<file path="config.mk">
export PLATFORM = sky130hd
export DESIGN_NAME = jt51_lfo_mc
export DESIGN_NICKNAME = d
export VERILOG_FILES = /design/src/rtl/jt51_lfo_mc.sv
export SDC_FILE = /design/constraint.sdc
export NUM_CORES = 1
export LEC_CHECK = 0
export ABC_AREA = 1
export CAP_MARGIN = 20
export CELL_PAD_IN_SITES_DETAIL_PLACEMENT = 0
export CELL_PAD_IN_SITES_GLOBAL_PLACEMENT = 1
export CORE_MARGIN = 4
export CORE_UTILIZATION = 44
export DETAILED_ROUTE_END_ITERATION = 10
export GPL_TIMING_DRIVEN = 1
export PLACE_DENSITY = 0.78
export SYNTH_ARGS = -nofsm -noshare
export SYNTH_HDL_FRONTEND = slang
export SYNTH_SLANG_ARGS = --single-unit
</file>
<file path="constraint.sdc">
create_clock -name clk -period 6.6 [get_ports clk]
set_input_delay 1.98 -clock clk [delete_from_list [all_inputs] [get_ports clk]]
set_output_delay 1.98 -clock clk [all_outputs]
set_load 0.05 [all_outputs]
</file>
<file path="src/rtl/jt51_lfo_mc.sv">
// jt51_lfo_mc: multi-channel phase-accumulator LFO.
// Every channel advances its phase on each tick. One shared depth-scaling
// datapath is walked across the channels by a small sequencer, so channel i
// refreshes its am/pm_u outputs i+1 enabled cycles after the tick edge.
module jt51_lfo_mc #(
  parameter int CH  = 2,
  parameter int PHW = 16,
  parameter int RW  = 8,
  parameter int AW  = 7,
  parameter int PW  = 8
) (
  input  logic                   clk,
  input  logic                   rst,
  input  logic                   cen,
  input  logic                   zero,
  input  logic [CH-1:0]          lfo_rst,
  input  logic [CH*RW-1:0]       lfo_freq,
  input  logic [CH*2-1:0]        lfo_w,
  input  logic [CH*AW-1:0]       lfo_amd,
  input  logic [CH*(PW-1)-1:0]   lfo_pmd,
  output logic [CH*AW-1:0]       am,
  output logic [CH*PW-1:0]       pm_u,
  output logic [CH-1:0]          wrap,
  output logic                   busy
);
  localparam int IW = (CH > 1) ? $clog2(CH) : 1;

  typedef enum logic [0:0] {IDLE = 1'b0, RUN = 1'b1} state_t;

  state_t          state_r;
  logic [IW-1:0]   idx_r;
  logic [16:0]     lfsr_r;
  logic [PHW-1:0]  phase_r [CH];
  logic [7:0]      noise_r [CH];
  logic [PHW:0]    sum_s   [CH];
  logic            tick_s;
  int              sel_s;
  logic [7:0]      level_s;
  logic [AW-1:0]   am_calc_s;
  logic [PW-1:0]   pmu_calc_s;

  // Raw 8-bit unsigned waveform level from the top phase byte
  function automatic logic [7:0] raw_level(input logic [7:0] p, input logic [1:0] w,
                                           input logic [7:0] n);
    case (w)
      2'd0:    raw_level = p;
      2'd1:    raw_level = p[7] ? 8'h00 : 8'hFF;
      2'd2:    raw_level = p[7] ? ~{p[6:0], 1'b0} : {p[6:0], 1'b0};
      2'd3:    raw_level = n;
      default: raw_level = n;
    endcase
  endfunction

  // Unsigned AM scaling: (r * depth) >> 8
  function automatic logic [AW-1:0] am_scale(input logic [7:0] r, input logic [AW-1:0] d);
    am_scale = AW'(({{AW{1'b0}}, r} * {8'h00, d}) >> 4'd8);
  endfunction

  // Signed PM scaling: s = r ^ 0x80, pm = (s * depth) >>> 7 so s=-128 yields -depth
  function automatic logic [PW-1:0] pm_scale(input logic [7:0] r, input logic [PW-2:0] d);
    logic [7:0] s;
    s = r ^ 8'h80;
    pm_scale = PW'(($signed({{PW{s[7]}}, s}) * $signed({9'd0, d})) >>> 4'd7);
  endfunction

  // Two's complement PM to sign + one's-complement magnitude
  function automatic logic [PW-1:0] pm_to_u(input logic [PW-1:0] pm);
    pm_to_u = pm[PW-1] ? {1'b1, ~pm[PW-2:0]} : pm;
  endfunction

  assign tick_s = cen & zero;

  // Next phase for every channel; the extra MSB is the wrap carry
  always_comb begin
    for (int k = 0; k < CH; k++) begin
      sum_s[k] = {1'b0, phase_r[k]} + (PHW+1)'(lfo_freq[k*RW +: RW]);
    end
  end

  // Shared datapath: level, AM and PM of the channel the sequencer points at
  always_comb begin
    sel_s      = int'(idx_r);
    level_s    = raw_level(phase_r[idx_r][PHW-1 -: 8], lfo_w[sel_s*32'sd2 +: 2], noise_r[idx_r]);
    am_calc_s  = am_scale(level_s, lfo_amd[sel_s*AW +: AW]);
    pmu_calc_s = pm_to_u(pm_scale(level_s, lfo_pmd[sel_s*(PW-1) +: PW-1]));
  end

  // Phase accumulators, wrap pulses, noise sample-and-hold and the shared LFSR
  always_ff @(posedge clk or posedge rst) begin
    if (rst) begin
      for (int k = 0; k < CH; k++) begin
        phase_r[k] <= {PHW{1'b0}};
        noise_r[k] <= 8'h00;
      end
      wrap   <= {CH{1'b0}};
      lfsr_r <= 17'h00001;
    end else if (cen) begin
      for (int k = 0; k < CH; k++) begin
        if (lfo_rst[k]) begin
          phase_r[k] <= {PHW{1'b0}};
          noise_r[k] <= 8'h00;
          wrap[k]    <= 1'b0;
        end else if (tick_s) begin
          phase_r[k] <= sum_s[k][PHW-1:0];
          wrap[k]    <= sum_s[k][PHW];
          if (sum_s[k][PHW]) begin
            noise_r[k] <= lfsr_r[7:0];
          end
        end else begin
          wrap[k] <= 1'b0;
        end
      end
      if (tick_s) begin
        lfsr_r <= {lfsr_r[15:0], lfsr_r[16] ^ lfsr_r[13]};
      end
    end
  end

  // Channel sequencer with registered busy and per-channel am/pm_u outputs
  always_ff @(posedge clk or posedge rst) begin
    if (rst) begin
      state_r <= IDLE;
      idx_r   <= {IW{1'b0}};
      busy    <= 1'b0;
      am      <= {(CH*AW){1'b0}};
      pm_u    <= {(CH*PW){1'b0}};
    end else if (cen) begin
      for (int k = 0; k < CH; k++) begin
        if (lfo_rst[k]) begin
          am[k*AW +: AW]   <= {AW{1'b0}};
          pm_u[k*PW +: PW] <= {PW{1'b0}};
        end else if (state_r == RUN && idx_r == IW'(k)) begin
          am[k*AW +: AW]   <= am_calc_s;
          pm_u[k*PW +: PW] <= pmu_calc_s;
        end
      end
      case (state_r)
        IDLE: begin
          if (tick_s) begin
            state_r <= RUN;
            idx_r   <= {IW{1'b0}};
            busy    <= 1'b1;
          end
        end
        RUN: begin
          if (tick_s) begin
            idx_r <= {IW{1'b0}};
            busy  <= 1'b1;
          end else if (idx_r == IW'(CH - 1)) begin
            state_r <= IDLE;
            idx_r   <= {IW{1'b0}};
            busy    <= 1'b0;
          end else begin
            idx_r <= idx_r + IW'(1'b1);
          end
        end
        default: begin
          state_r <= IDLE;
          idx_r   <= {IW{1'b0}};
          busy    <= 1'b0;
        end
      endcase
    end
  end

endmodule
</file>
==> flow_metrics.env <==
export IMPL_routedWlPerCell_microns=14.0
export IMPL_drtPass1Iterations=5
export IMPL_yosysTopAreaCell="dfrtp_1"
export IMPL_grt_pass1_vias=8380
export IMPL_syn2layout_area_growth_pct=30.8
export IMPL_final_fill_count=2013
export IMPL_drtIter0Drc=390
export IMPL_cp_slowest_cell="fa_1"
export IMPL_period_share_pct=98.6
export IMPL_cp_arrival_ps=6800
export IMPL_insertedDiodeCount=0
export IMPL_multiInputGateArea_sq_mm=0.00635
export IMPL_critPathMaxStageDelay_ps=560
export IMPL_crit_family="adder cells"
export IMPL_tritoncts="done"
export IMPL_h_tree_depth=3
export IMPL_die_area_sq_mm=0.0237
export IMPL_synth_adder_area_share_pct=25.5
export IMPL_antenna_found_initial=0
export IMPL_crit_required_ps=6890
export IMPL_finalNonFillerCells=1717
export IMPL_final_setup_skew_ps=10.6
export IMPL_clockBufferDepth=2
export IMPL_die_h_microns=154
export IMPL_synth_warnings=0
export IMPL_r2r_end="pm_u[10]$_DFFE_PP0P_"
export IMPL_synth_seq_cells=100
export IMPL_hold_viol=0
export IMPL_cp_end_kind="flop"
export IMPL_synthSimpleGateAreaFrac_pct=26.2
export IMPL_synth_top_family_by_area="simple AND/OR/NAND/NOR gates"
export IMPL_cp_num_buf_inv=10
export IMPL_initial_utilization_pct=44.7
export IMPL_drtAntennaViolNets=0
export IMPL_synth_ff_type="dfrtp_1"
export IMPL_synth_cell_types=49
export IMPL_postSynthCellCount=1232
export IMPL_drive_gt1_share_pct=18.2
export IMPL_hold_path_class="reg -> reg"
export IMPL_min_to="pm_u[6]$_DFFE_PP0P_"
export IMPL_die_w_microns=154
export IMPL_clock_sinks=100
export IMPL_drt_wl_total_microns=24000
export IMPL_synthArstFlopShare_pct=100
export IMPL_grt_setup_unrepaired="true"
export IMPL_maxCapViolations=0
export IMPL_track_usage_pct=20.8
export IMPL_period_needed_ps=6510
export IMPL_min_from="pm_u[6]$_DFFE_PP0P_"
export IMPL_seq_area_sq_mm=0.00250
export IMPL_synth_edf_count=0
export IMPL_clockRootBuffer="clkbuf_16"
export IMPL_num_io_pins=87
export IMPL_cts_buffers=9
export IMPL_path_class="in -> reg"
export IMPL_portBuffers=86
export IMPL_regToRegSetupSlack_ps=860
export IMPL_min_delay_path_depth=2
export IMPL_ctsHoldBuffers=0
export IMPL_synth_area_leaders="dfrtp_1, fa_1, nand2_1, ha_1, inv_1"
export IMPL_hold_worst_slack_ps=473
export IMPL_r2r_start="idx_r$_DFFE_PP0P_"
export IMPL_std_cell_rows=53
export IMPL_slew_headroom_pct=53.5
export IMPL_grt_overflow=0
export IMPL_synthXorXnorAreaFrac_pct=1.59
export IMPL_path_clk_slew_ps=80
export IMPL_synth_avg_cell_area_sq_um=7.59
export IMPL_fin_nets=1638
export IMPL_worst_slew_pin_slew_ps=695
export IMPL_ys_seq_area_share_pct=26.8
export IMPL_status="completed"
export IMPL_finalSetupViolCount=0
export IMPL_clk_latency_ps=350
export IMPL_startpoint_type="primary input"
export IMPL_drc=0
export IMPL_netlist_area_leader_share_pct=26.5
export IMPL_dp_cells=1675
export IMPL_place_congestion=0.834
export IMPL_syn_nets=1433
export IMPL_path_max_fanout=6
export IMPL_fmax_mhz=154
export IMPL_hpwl_microns=19200
export IMPL_synth_compound_area_share_pct=9.68
export IMPL_via_count=8418
export IMPL_synth_cell_area_sq_mm=0.00936
export IMPL_drv_slew=0
export IMPL_core_area_sq_mm=0.0210
export IMPL_grt_pass1_wl_microns=41100
export IMPL_synth_mux_area_fraction_pct=0.321
export IMPL_grt_max_degree=80
export IMPL_ff2ff_path_depth=29
export IMPL_drt_vias_per_instance=4.90
[sequential cells by signal (all words and copies together) (netlist names)]
register and count:
noise_r 16, lfsr_r 17, busy 1, wrap 2, state_r 1, phase_r 32
idx_r 1, pm_u 16, am 14
[cells in the mapped netlist (all sizes together), types with 12 or more instances]
cell type  number
a21oi          39
clkbuf         16
dfrtp          99
fa             73
ha             74
inv           211
nand2         316
nand3          83
nor2          141
nor3           12
o21ai          84
[per-stage QoR]
stage	setup TNS, ps	area [sq um]	utilization (%)	setup slack [ps]
2_1_floorplan	-0.431	9430	-	-0.314
3_3_place_gp	-19920	11300	53.9	-793
3_5_place_dp	-21370	11300	53.9	-883
4_1_cts	0	12000	57.3	1.56
5_1_grt	-1370	12200	58.4	-117
6_report	0	12200	58.4	91.1
[metal layers]
metal | vias up | track usage (%) | part of all wire [%]
li1 | 4292 | - | -
met1 | 3981 | 30.2 | 48
met2 | 133 | 34.6 | 48
met3 | 12 | 2.50 | 3.7
met4 | 0 | 2.94 | 0.71
met5 | - | 0 | 0
[placed cells by master (no fill, tap or decap), types with 15 or more instances in the layout]
cell type	n
inv_1	194
buf_4	121
clkdlybuf4s50_1	82
dfrtp_1	98
ha_1	67
nand3_1	65
a21oi_1	34
fa_1	73
o21ai_0	71
nand2_1	292
nand3_2	15
nor2_1	122
[worst max-delay path by stage]
stage / startpoint / to / slack [ps] / cells past startpoint
2_1_floorplan: lfo_w[2] / pm_u[4]$_DFFE_PP0P_ / -0.3 / 24
3_3_place_gp: lfo_w[0] / pm_u[10]$_DFFE_PP0P_ / -790 / 29
3_5_place_dp: lfo_w[0] / pm_u[10]$_DFFE_PP0P_ / -880 / 29
4_1_cts: lfo_w[3] / pm_u[8]$_DFFE_PP0P_ / 2 / 28
5_1_grt: lfo_w[1] / pm_u[12]$_DFFE_PP0P_ / -120 / 31
6_report: lfo_w[1] / pm_u[10]$_DFFE_PP0P_ / 90 / 29
[worst min-delay path, stage by stage, from the launching register on]
cell and delay [ps]:
dfrtp_1 350, nand2_1 50, nand2_1 40
[cell type report]
type	count	share of cell area [%]
multi-input cells	896	51.9
flip-flops and latches	100	20.5
repair buffers	218	15.7
inverters	212	6.71
well taps	275	2.81
clock buffers	9	1.84
clock inverters	7	0.552
[cells by family (layout without fill, tap and decap cells)]
logic type | Yosys count | after routing
AO/OA/AOI/OAI | 158 | 158
XOR/XNOR | 17 | 17
adder cells (fa/ha/maj) | 147 | 147
buffers and inverters | 237 | 446
flip-flops | 100 | 100
multiplexers | 3 | 3
AND/OR/NAND/NOR | 570 | 571
[what timing repair did]
item	4_1_cts	5_1_grt
setup endpoints to repair	29	29
cloned	1	0
resized for setup	73	52
pin swaps	43	42
setup buffers	18	6
Power is left out: the tool's default activity adds up to more than one toggle a clock period on the data nets, which glitch-free logic cannot reach.
